===== src/rtl/grant_lock_arbiter.sv =====
// Locking bus arbiter: one grant is held until done, requester drop or timeout,
// then a one-cycle release gap is enforced before the next arbitration.
module grant_lock_arbiter #(
  parameter int WIDTH       = 8,
  parameter int INDEX_WIDTH = 3,
  parameter int ROUND_ROBIN = 0,
  parameter int TIMEOUT     = 255
) (
  input  logic                   clk,
  input  logic                   reset,
  input  logic [WIDTH-1:0]       request,
  input  logic                   done,
  output logic [WIDTH-1:0]       grant,
  output logic                   grantValid,
  output logic [INDEX_WIDTH-1:0] grantIndex,
  output logic                   timeout
);

  typedef enum logic [1:0] {
    IDLE    = 2'd0,
    BUSY    = 2'd1,
    RELEASE = 2'd2
  } state_t;

  localparam logic [INDEX_WIDTH:0]   WIDTH_W    = (INDEX_WIDTH + 32'sd1)'(WIDTH);
  localparam logic [INDEX_WIDTH:0]   PROBE_ZERO = {(INDEX_WIDTH + 1){1'b0}};
  localparam logic [INDEX_WIDTH:0]   PROBE_ONE  = {{INDEX_WIDTH{1'b0}}, 1'b1};
  localparam logic [INDEX_WIDTH-1:0] INDEX_ZERO = {INDEX_WIDTH{1'b0}};
  localparam logic [INDEX_WIDTH-1:0] LAST_RESET = INDEX_WIDTH'(WIDTH - 32'sd1);
  localparam logic [15:0]            TIMEOUT_M1 = 16'(TIMEOUT - 32'sd1);
  localparam logic [WIDTH-1:0]       NO_GRANT   = {WIDTH{1'b0}};
  localparam logic [WIDTH-1:0]       ONE_HOT0   = {{(WIDTH - 1){1'b0}}, 1'b1};

  state_t                 state_r;
  logic [15:0]            count_r;
  logic [INDEX_WIDTH-1:0] last_index_r;
  logic [INDEX_WIDTH:0]   start_s;
  logic [INDEX_WIDTH:0]   probe_s;
  logic [INDEX_WIDTH-1:0] winner_s;
  logic                   release_s;

  // Search origin: bit 0 for fixed priority, one past the previous winner when rotating.
  always_comb begin
    start_s = PROBE_ZERO;
    if (ROUND_ROBIN != 32'sd0) begin
      start_s = {1'b0, last_index_r} + PROBE_ONE;
      start_s = (start_s >= WIDTH_W) ? (start_s - WIDTH_W) : start_s;
    end else begin
      start_s = PROBE_ZERO;
    end
  end

  // Scan in reverse search order so the earliest set bit is the last one written.
  always_comb begin
    winner_s = INDEX_ZERO;
    probe_s  = PROBE_ZERO;
    for (int k = WIDTH - 1; k >= 0; k--) begin
      probe_s  = start_s + (INDEX_WIDTH + 32'sd1)'(k);
      probe_s  = (probe_s >= WIDTH_W) ? (probe_s - WIDTH_W) : probe_s;
      winner_s = request[probe_s[INDEX_WIDTH-1:0]] ? probe_s[INDEX_WIDTH-1:0] : winner_s;
    end
  end

  // A held grant ends when the slave finishes or the owner withdraws its request.
  always_comb begin
    release_s = done | ~request[grantIndex];
  end

  // Arbitration state machine; every output is a flop.
  always_ff @(posedge clk) begin
    if (reset) begin
      state_r      <= IDLE;
      grant        <= NO_GRANT;
      grantValid   <= 1'b0;
      grantIndex   <= INDEX_ZERO;
      timeout      <= 1'b0;
      count_r      <= 16'd0;
      last_index_r <= LAST_RESET;
    end else begin
      case (state_r)
        IDLE: begin
          timeout <= 1'b0;
          count_r <= 16'd0;
          if (|request) begin
            grant        <= ONE_HOT0 << winner_s;
            grantValid   <= 1'b1;
            grantIndex   <= winner_s;
            last_index_r <= winner_s;
            state_r      <= BUSY;
          end else begin
            grant      <= NO_GRANT;
            grantValid <= 1'b0;
            grantIndex <= INDEX_ZERO;
            state_r    <= IDLE;
          end
        end
        BUSY: begin
          if (release_s) begin
            // done wins over a timeout landing on the same cycle
            grant      <= NO_GRANT;
            grantValid <= 1'b0;
            grantIndex <= INDEX_ZERO;
            timeout    <= 1'b0;
            count_r    <= 16'd0;
            state_r    <= RELEASE;
          end else if (count_r == TIMEOUT_M1) begin
            grant      <= NO_GRANT;
            grantValid <= 1'b0;
            grantIndex <= INDEX_ZERO;
            timeout    <= 1'b1;
            count_r    <= 16'd0;
            state_r    <= RELEASE;
          end else begin
            timeout <= 1'b0;
            count_r <= count_r + 16'd1;
            state_r <= BUSY;
          end
        end
        RELEASE: begin
          grant      <= NO_GRANT;
          grantValid <= 1'b0;
          grantIndex <= INDEX_ZERO;
          timeout    <= 1'b0;
          count_r    <= 16'd0;
          state_r    <= IDLE;
        end
        default: begin
          grant      <= NO_GRANT;
          grantValid <= 1'b0;
          grantIndex <= INDEX_ZERO;
          timeout    <= 1'b0;
          count_r    <= 16'd0;
          state_r    <= IDLE;
        end
      endcase
    end
  end

endmodule


===== config.mk =====
export PLATFORM = sky130hd
export DESIGN_NAME = grant_lock_arbiter
export DESIGN_NICKNAME = d
export VERILOG_FILES = /design/src/rtl/grant_lock_arbiter.sv
export SDC_FILE = /design/constraint.sdc
export NUM_CORES = 1
export LEC_CHECK = 0
export CAP_MARGIN = 40
export CORE_UTILIZATION = 51
export DETAILED_ROUTE_END_ITERATION = 8
export HOLD_SLACK_MARGIN = 0.08
export PLACE_DENSITY = 0.78
export REMOVE_ABC_BUFFERS = 1
export SLEW_MARGIN = 10
export SYNTH_ARGS = -nofsm -noshare
export SYNTH_HDL_FRONTEND = slang
export SYNTH_SLANG_ARGS = --single-unit

===== constraint.sdc =====
create_clock -name clk -period 2.75 [get_ports clk]
set_clock_uncertainty 0.2 [all_clocks]
set_input_delay 0.275 -clock clk [delete_from_list [all_inputs] [get_ports clk]]
set_output_delay 0.275 -clock clk [all_outputs]
set_load 0.005 [all_outputs]

==> impl_metrics.toml <==
[synthesis]
synth_compound_area_frac = 0.111
synthArstFlopShare = 0
synth_fa_ha_area_frac = 0.0178
syn_avg_cell_area_um2 = 9.18
synth_area_um2 = 1400
synth_seq_cells = 31
synth-edff-count = 0
ys_seq_area_frac = 0.442
yosysWarnings = 0
synth.distinct_cells = 37
synth-simple-area-share = 0.274
synth_xor_xnor_area_share = 0.0873
synth.area.mux_share = 0.0303
syn_inst = 153
synth_top_family_by_area = "simple AND/OR/NAND/NOR gates"
synthFlopType = "dfxtp_1"

[timing]
tightest_slew_ns = 0.630
setup_violations = 0
timing.final.crit_share = 0.745
hold_ws_ns = 0.278
slew_viol_final = 0
hold_violations = 0
rsz0062_at_grt = "false"
period_minus_slack_ns = 2.05
setup_tns_ns = 0
fmaxAchievable_mhz = 488
relSlewSlack = 0.577

[floorplan]
ios = 24
die_width_um = 54.5
die_h_um = 54.5
core-area_um2 = 2540
dieArea_um2 = 2970
initial_utilization = 0.552
rows = 18

[min_path]
hp-class = "register to register"

[critical_path]
cp-end-kind = "register"
crit_family = "simple AND/OR/NAND/NOR gates"
worstPathRequired_ns = 2.82
crit_chain = "clkdlybuf4s50_1 -> nor2_1 -> nand2_1 -> or4_1 -> nor3_1 -> o32a_2"
worstPathArrival_ns = 2.12
start_kind = "input port"
worst-path-buf-inv = 1
slowest_stage = "or4_1"
cpPeakStageDelay_ns = 0.53
criticalPathCategory = "input port to register"
critPathMaxFanout = 6

[grt]
overflow = 0
grt_pass1_wl_mm = 4.51
grt_max_degree = 22
grtUsageTotal = 0.224
antenna_found_initial = 0
grt_pass1_vias = 1039

[power]
power.density_nw_per_um2 = 512
leakage_uw = 0.000625
vdd_drop_max_uv = 450

[flow_run]
drv_cap = 0

[final_layout]
area_growth_pct = 22.6
postLayoutCellArea_um2 = 1720
fin_cells = 211
final_nets = 193
seqCellArea_um2 = 621
final_layout_size_suffix_gt1_frac = 0.0829
layout_commonest_cell = "dfxtp_1"
multi_input_area_um2 = 731
diodes = 0
fill_cells = 222
layout_common_cells = "dfxtp_1, nor2_1, clkdlybuf4s50_1"

[clocking]
clk_path_buf_depth = 2
root_buffer = "clkbuf_4"
post_cts_buffers = 0
numClockSinks = 31
cts_tree = "yes"
clk-insertion-delay-late_ns = 0.33
cts_hold_buf = 0
cts_buffers = 5
clkTransAtPathRegs_ns = 0.09
cts_resized = 0
htree_levels = 2

[place]
dp.cells = 203
dp_hpwl_mm = 2.17
port_buffers = 23
place_congestion = 0.908
placed_area_um2 = 1650

[drt]
ant_nets = 0
dr.pass1.iters = 4
drtIter0Drc = 21
vias_per_cell = 5.50
vias = 1160
avgRoutedWirePerCell_um = 13.4
drc = 0
drt-total-wl_mm = 2.84

[run_status]
outcome = "finished, final reports clean"
## per-layer routing
layer	wire (um)	part of all wire	track usage	up-vias
met5	0	0	0	-
met3	147	0.052	0.0667	4
met1	1340	0.47	0.288	528
li1	-	-	-	594
met2	1310	0.46	0.327	34
met4	39	0.014	0.132	0
## state kept, by name, indices dropped and copies added, names as in the netlist
name        cells
count_r        16
grant           8
grantIndex      3
grantValid      1
state_r         2
timeout         1
## path summary, 6_finish.rpt
kind	from	to	slack, ns	cells after the start
worst max-delay path	request[0]	grant[6]$_SDFFE_PP0N_	0.70	6
worst min-delay path	grant[5]$_SDFFE_PP0N_	grant[5]$_SDFFE_PP0N_	0.28	2
worst max register to register	count_r[0]$_SDFF_PP0_	grant[4]$_SDFFE_PP0N_	0.77	8
worst min register to register	grant[5]$_SDFFE_PP0N_	grant[5]$_SDFFE_PP0N_	0.28	2
## tightest hold or removal path, cell delays in order, from the launching register on
cell     delay (ns)
dfxtp_1        0.32
inv_1          0.05
a32oi_1        0.07
## Yosys cell counts, types with 2 or more instances
cell / n / area share
and4_1: 4 / 0.025
a32o_1: 2 / 0.014
ha_1: 2 / 0.018
buf_2: 3 / 0.011
o31ai_1: 2 / 0.011
nor3_1: 3 / 0.011
mux2i_1: 2 / 0.014
nand2b_1: 4 / 0.018
inv_1: 7 / 0.019
nand2_1: 10 / 0.027
nor2_1: 27 / 0.072
a32oi_1: 3 / 0.019
dfxtp_1: 31 / 0.44
nor2b_1: 2 / 0.0089
a21oi_1: 5 / 0.018
a22o_1: 2 / 0.012
xor2_1: 10 / 0.062
nand3_1: 10 / 0.036
and3_1: 3 / 0.013
xnor2_1: 4 / 0.025
## layout make-up
type | count | share of cell area
Multi-Input combinational cell | 111 | 0.424
Sequential cell | 31 | 0.360
Timing Repair Buffer | 24 | 0.138
Clock buffer | 8 | 0.0400
Tap cell | 30 | 0.0218
Inverter | 7 | 0.0153
## cells by family after synthesis
group,after synthesis
multiplexers,3
AO/OA/AOI/OAI,20
flip-flops,31
adder cells (fa/ha/maj),2
buffers and inverters,11
AND/OR/NAND/NOR,72
XOR/XNOR,14
## metrics by stage
stage | worst slack [ns] | utilization | total power, uW
after floorplan | 0.763 | - | 537
after global placement | 0.479 | 0.649 | 588
after detailed placement | 0.417 | 0.649 | 590
after CTS | 0.741 | 0.677 | 893
after global routing | 0.546 | 0.677 | 919
final | 0.700 | 0.677 | 881
## where the power goes
group,switching (uW),internal [uW]
sequential,13.1,463
combinational,48.8,55.8
clock,150,150
Power figures use the tool's default switching activity.
==> RTL change: new RTL, config.mk and constraints unchanged <==
Change the parameter `INDEX_WIDTH` from 3 to 4.
--- a/src/rtl/grant_lock_arbiter.sv
+++ b/src/rtl/grant_lock_arbiter.sv
@@ -2,7 +2,7 @@
 // then a one-cycle release gap is enforced before the next arbitration.
 module grant_lock_arbiter #(
   parameter int WIDTH       = 8,
-  parameter int INDEX_WIDTH = 3,
+  parameter int INDEX_WIDTH = 4,
   parameter int ROUND_ROBIN = 0,
   parameter int TIMEOUT     = 255
 ) (
Interface: changed (resized grantIndex); port bits go from 24 to 25. The function was not compared with the original's and may differ.
==> RTL change against the original RTL <==
Wire length decreased by 0.60%; synthesized cell count rose by 2.0%; die area up 2.6%; worst setup slack lost 0.15 ns; cell area grew 0.58%; critical path depth down 1; via count fell by 0.34%; fmax shrank 6.9%; sequential cell count unchanged; area after synthesis up 2.7%; power decreased by 7.2%; sequential share of layout area shrank 0.21 points; largest power group unchanged.
==> RTL change: results (changes against the original RTL) <==
status: "complete, no violations"
multiInputGateArea_um2: 775.7  # +6.2%
grt_pass1_vias: 1026  # -1.3%
met3_usage_pct: 7.923  # +1.3 points
ys_types: 42  # +14%
ir_worst_vdd_mv: 0.3772  # -16%
bufAreaShareNonClock_pct: 13.29  # -0.51 points
drt-wirelength-per-cell_um: 13.24  # -1.5%
vias: 1156  # -0.34%
nNetsFinal: 195  # +1.0%
syn_inst: 156  # +2.0%
inv_count: 4  # -3
startpoint: "count_r[9]$_SDFF_PP0_"
grt_max_degree: 23  # +4.5%
dpl.hpwl_um: 2118  # -2.5%
hold_start: "count_r[0]$_SDFF_PP0_"
min_delay_path_depth: 1  # -1
gr-usage-met1_pct: 23.49  # -5.3 points
n_fill_cell: 227  # +2.3%
clock_buffers: 5  # -3
synth_area_leaders: "dfxtp_1 43%, nor2_1 6.3%, xor2_1 6.1%, a2bb2oi_2 3.1%, mux2i_1 2.8%"
drive_above_1_share_pct: 11.48  # +3.2 points
placed_area_um2: 1679  # +1.6%
grt_pass1_wl_um: 4443  # -1.4%
placedCellCount: 205  # +0.99%
netlist_top_cells_count: "31 x dfxtp_1, 24 x nor2_1, 10 x nand2_1, 10 x xor2_1, 7 x nand3_1"
nMultiInputCombCells: 117  # +5.4%
buffers: 23  # -4.2%
crit_arrival_ns: 2.21  # +0.09 ns
met2_usage_pct: 36.95  # +4.2 points
drt_wl_total_um: 2820  # -0.60%
worstRegToRegCells: 5  # -3
slowest_delay_ns: 0.58  # +0.05 ns
place_congestion: 0.7947  # -12%
[RTL change: logic make-up (layout without fill, tap and decap cells)]
| family | after synthesis | count (layout) | synth area share, % |
|---|---|---|---|
| XOR/XNOR | 14 | 14 | 8.506 |
| adder cells (fa/ha/maj) | 2 | 2 | 1.736 |
| buffers and inverters | 8 | 35 | 3.124 |
| AND/OR/NAND/NOR | 74 | 74 | 27.69 |
| flip-flops | 31 | 31 | 43.06 |
| other | 1 | 1 | 0.2602 |
| multiplexers | 4 | 4 | 2.778 |
| AO/OA/AOI/OAI | 22 | 22 | 12.85 |
[RTL change: routing by layer]
| layer | up-vias | share of wire, % |
|---|---|---|
| met4 | 0 | 2.8 |
| met2 | 37 | 47 |
| met3 | 7 | 6.0 |
| met1 | 519 | 44 |
| met5 | - | 0 |
| li1 | 593 | - |
[RTL change: final timing paths]
path                            slack, ns                          to
worst max-delay path                 0.55  grantIndex[1]$_SDFFE_PP0N_
worst min-delay path                 0.28       count_r[0]$_SDFF_PP0_
worst max register to register       0.55  grantIndex[1]$_SDFFE_PP0N_
worst min register to register       0.28       count_r[0]$_SDFF_PP0_
[RTL change: power groups by stage]
stage                     Clock, mW  Sequential (mW)  Combinational [mW]
after floorplan                   0            0.483              0.0472
after detailed placement          0            0.484              0.0932
after global placement            0            0.483              0.0912
final                         0.250            0.474              0.0936
after CTS                     0.262            0.474              0.0937
after global routing          0.276            0.476               0.102
[RTL change: stage by stage]
stage	setup WS, ns	hold slack, ns	utilization (%)
final	0.5492	0.2781	67.45
after global routing	0.4507	0.3052	67.45
after CTS	0.5312	0.2819	67.45
after detailed placement	0.3934	0.2643	65.40
after global placement	0.4350	0.2525	65.40
after floorplan	0.8091	0.2005	-
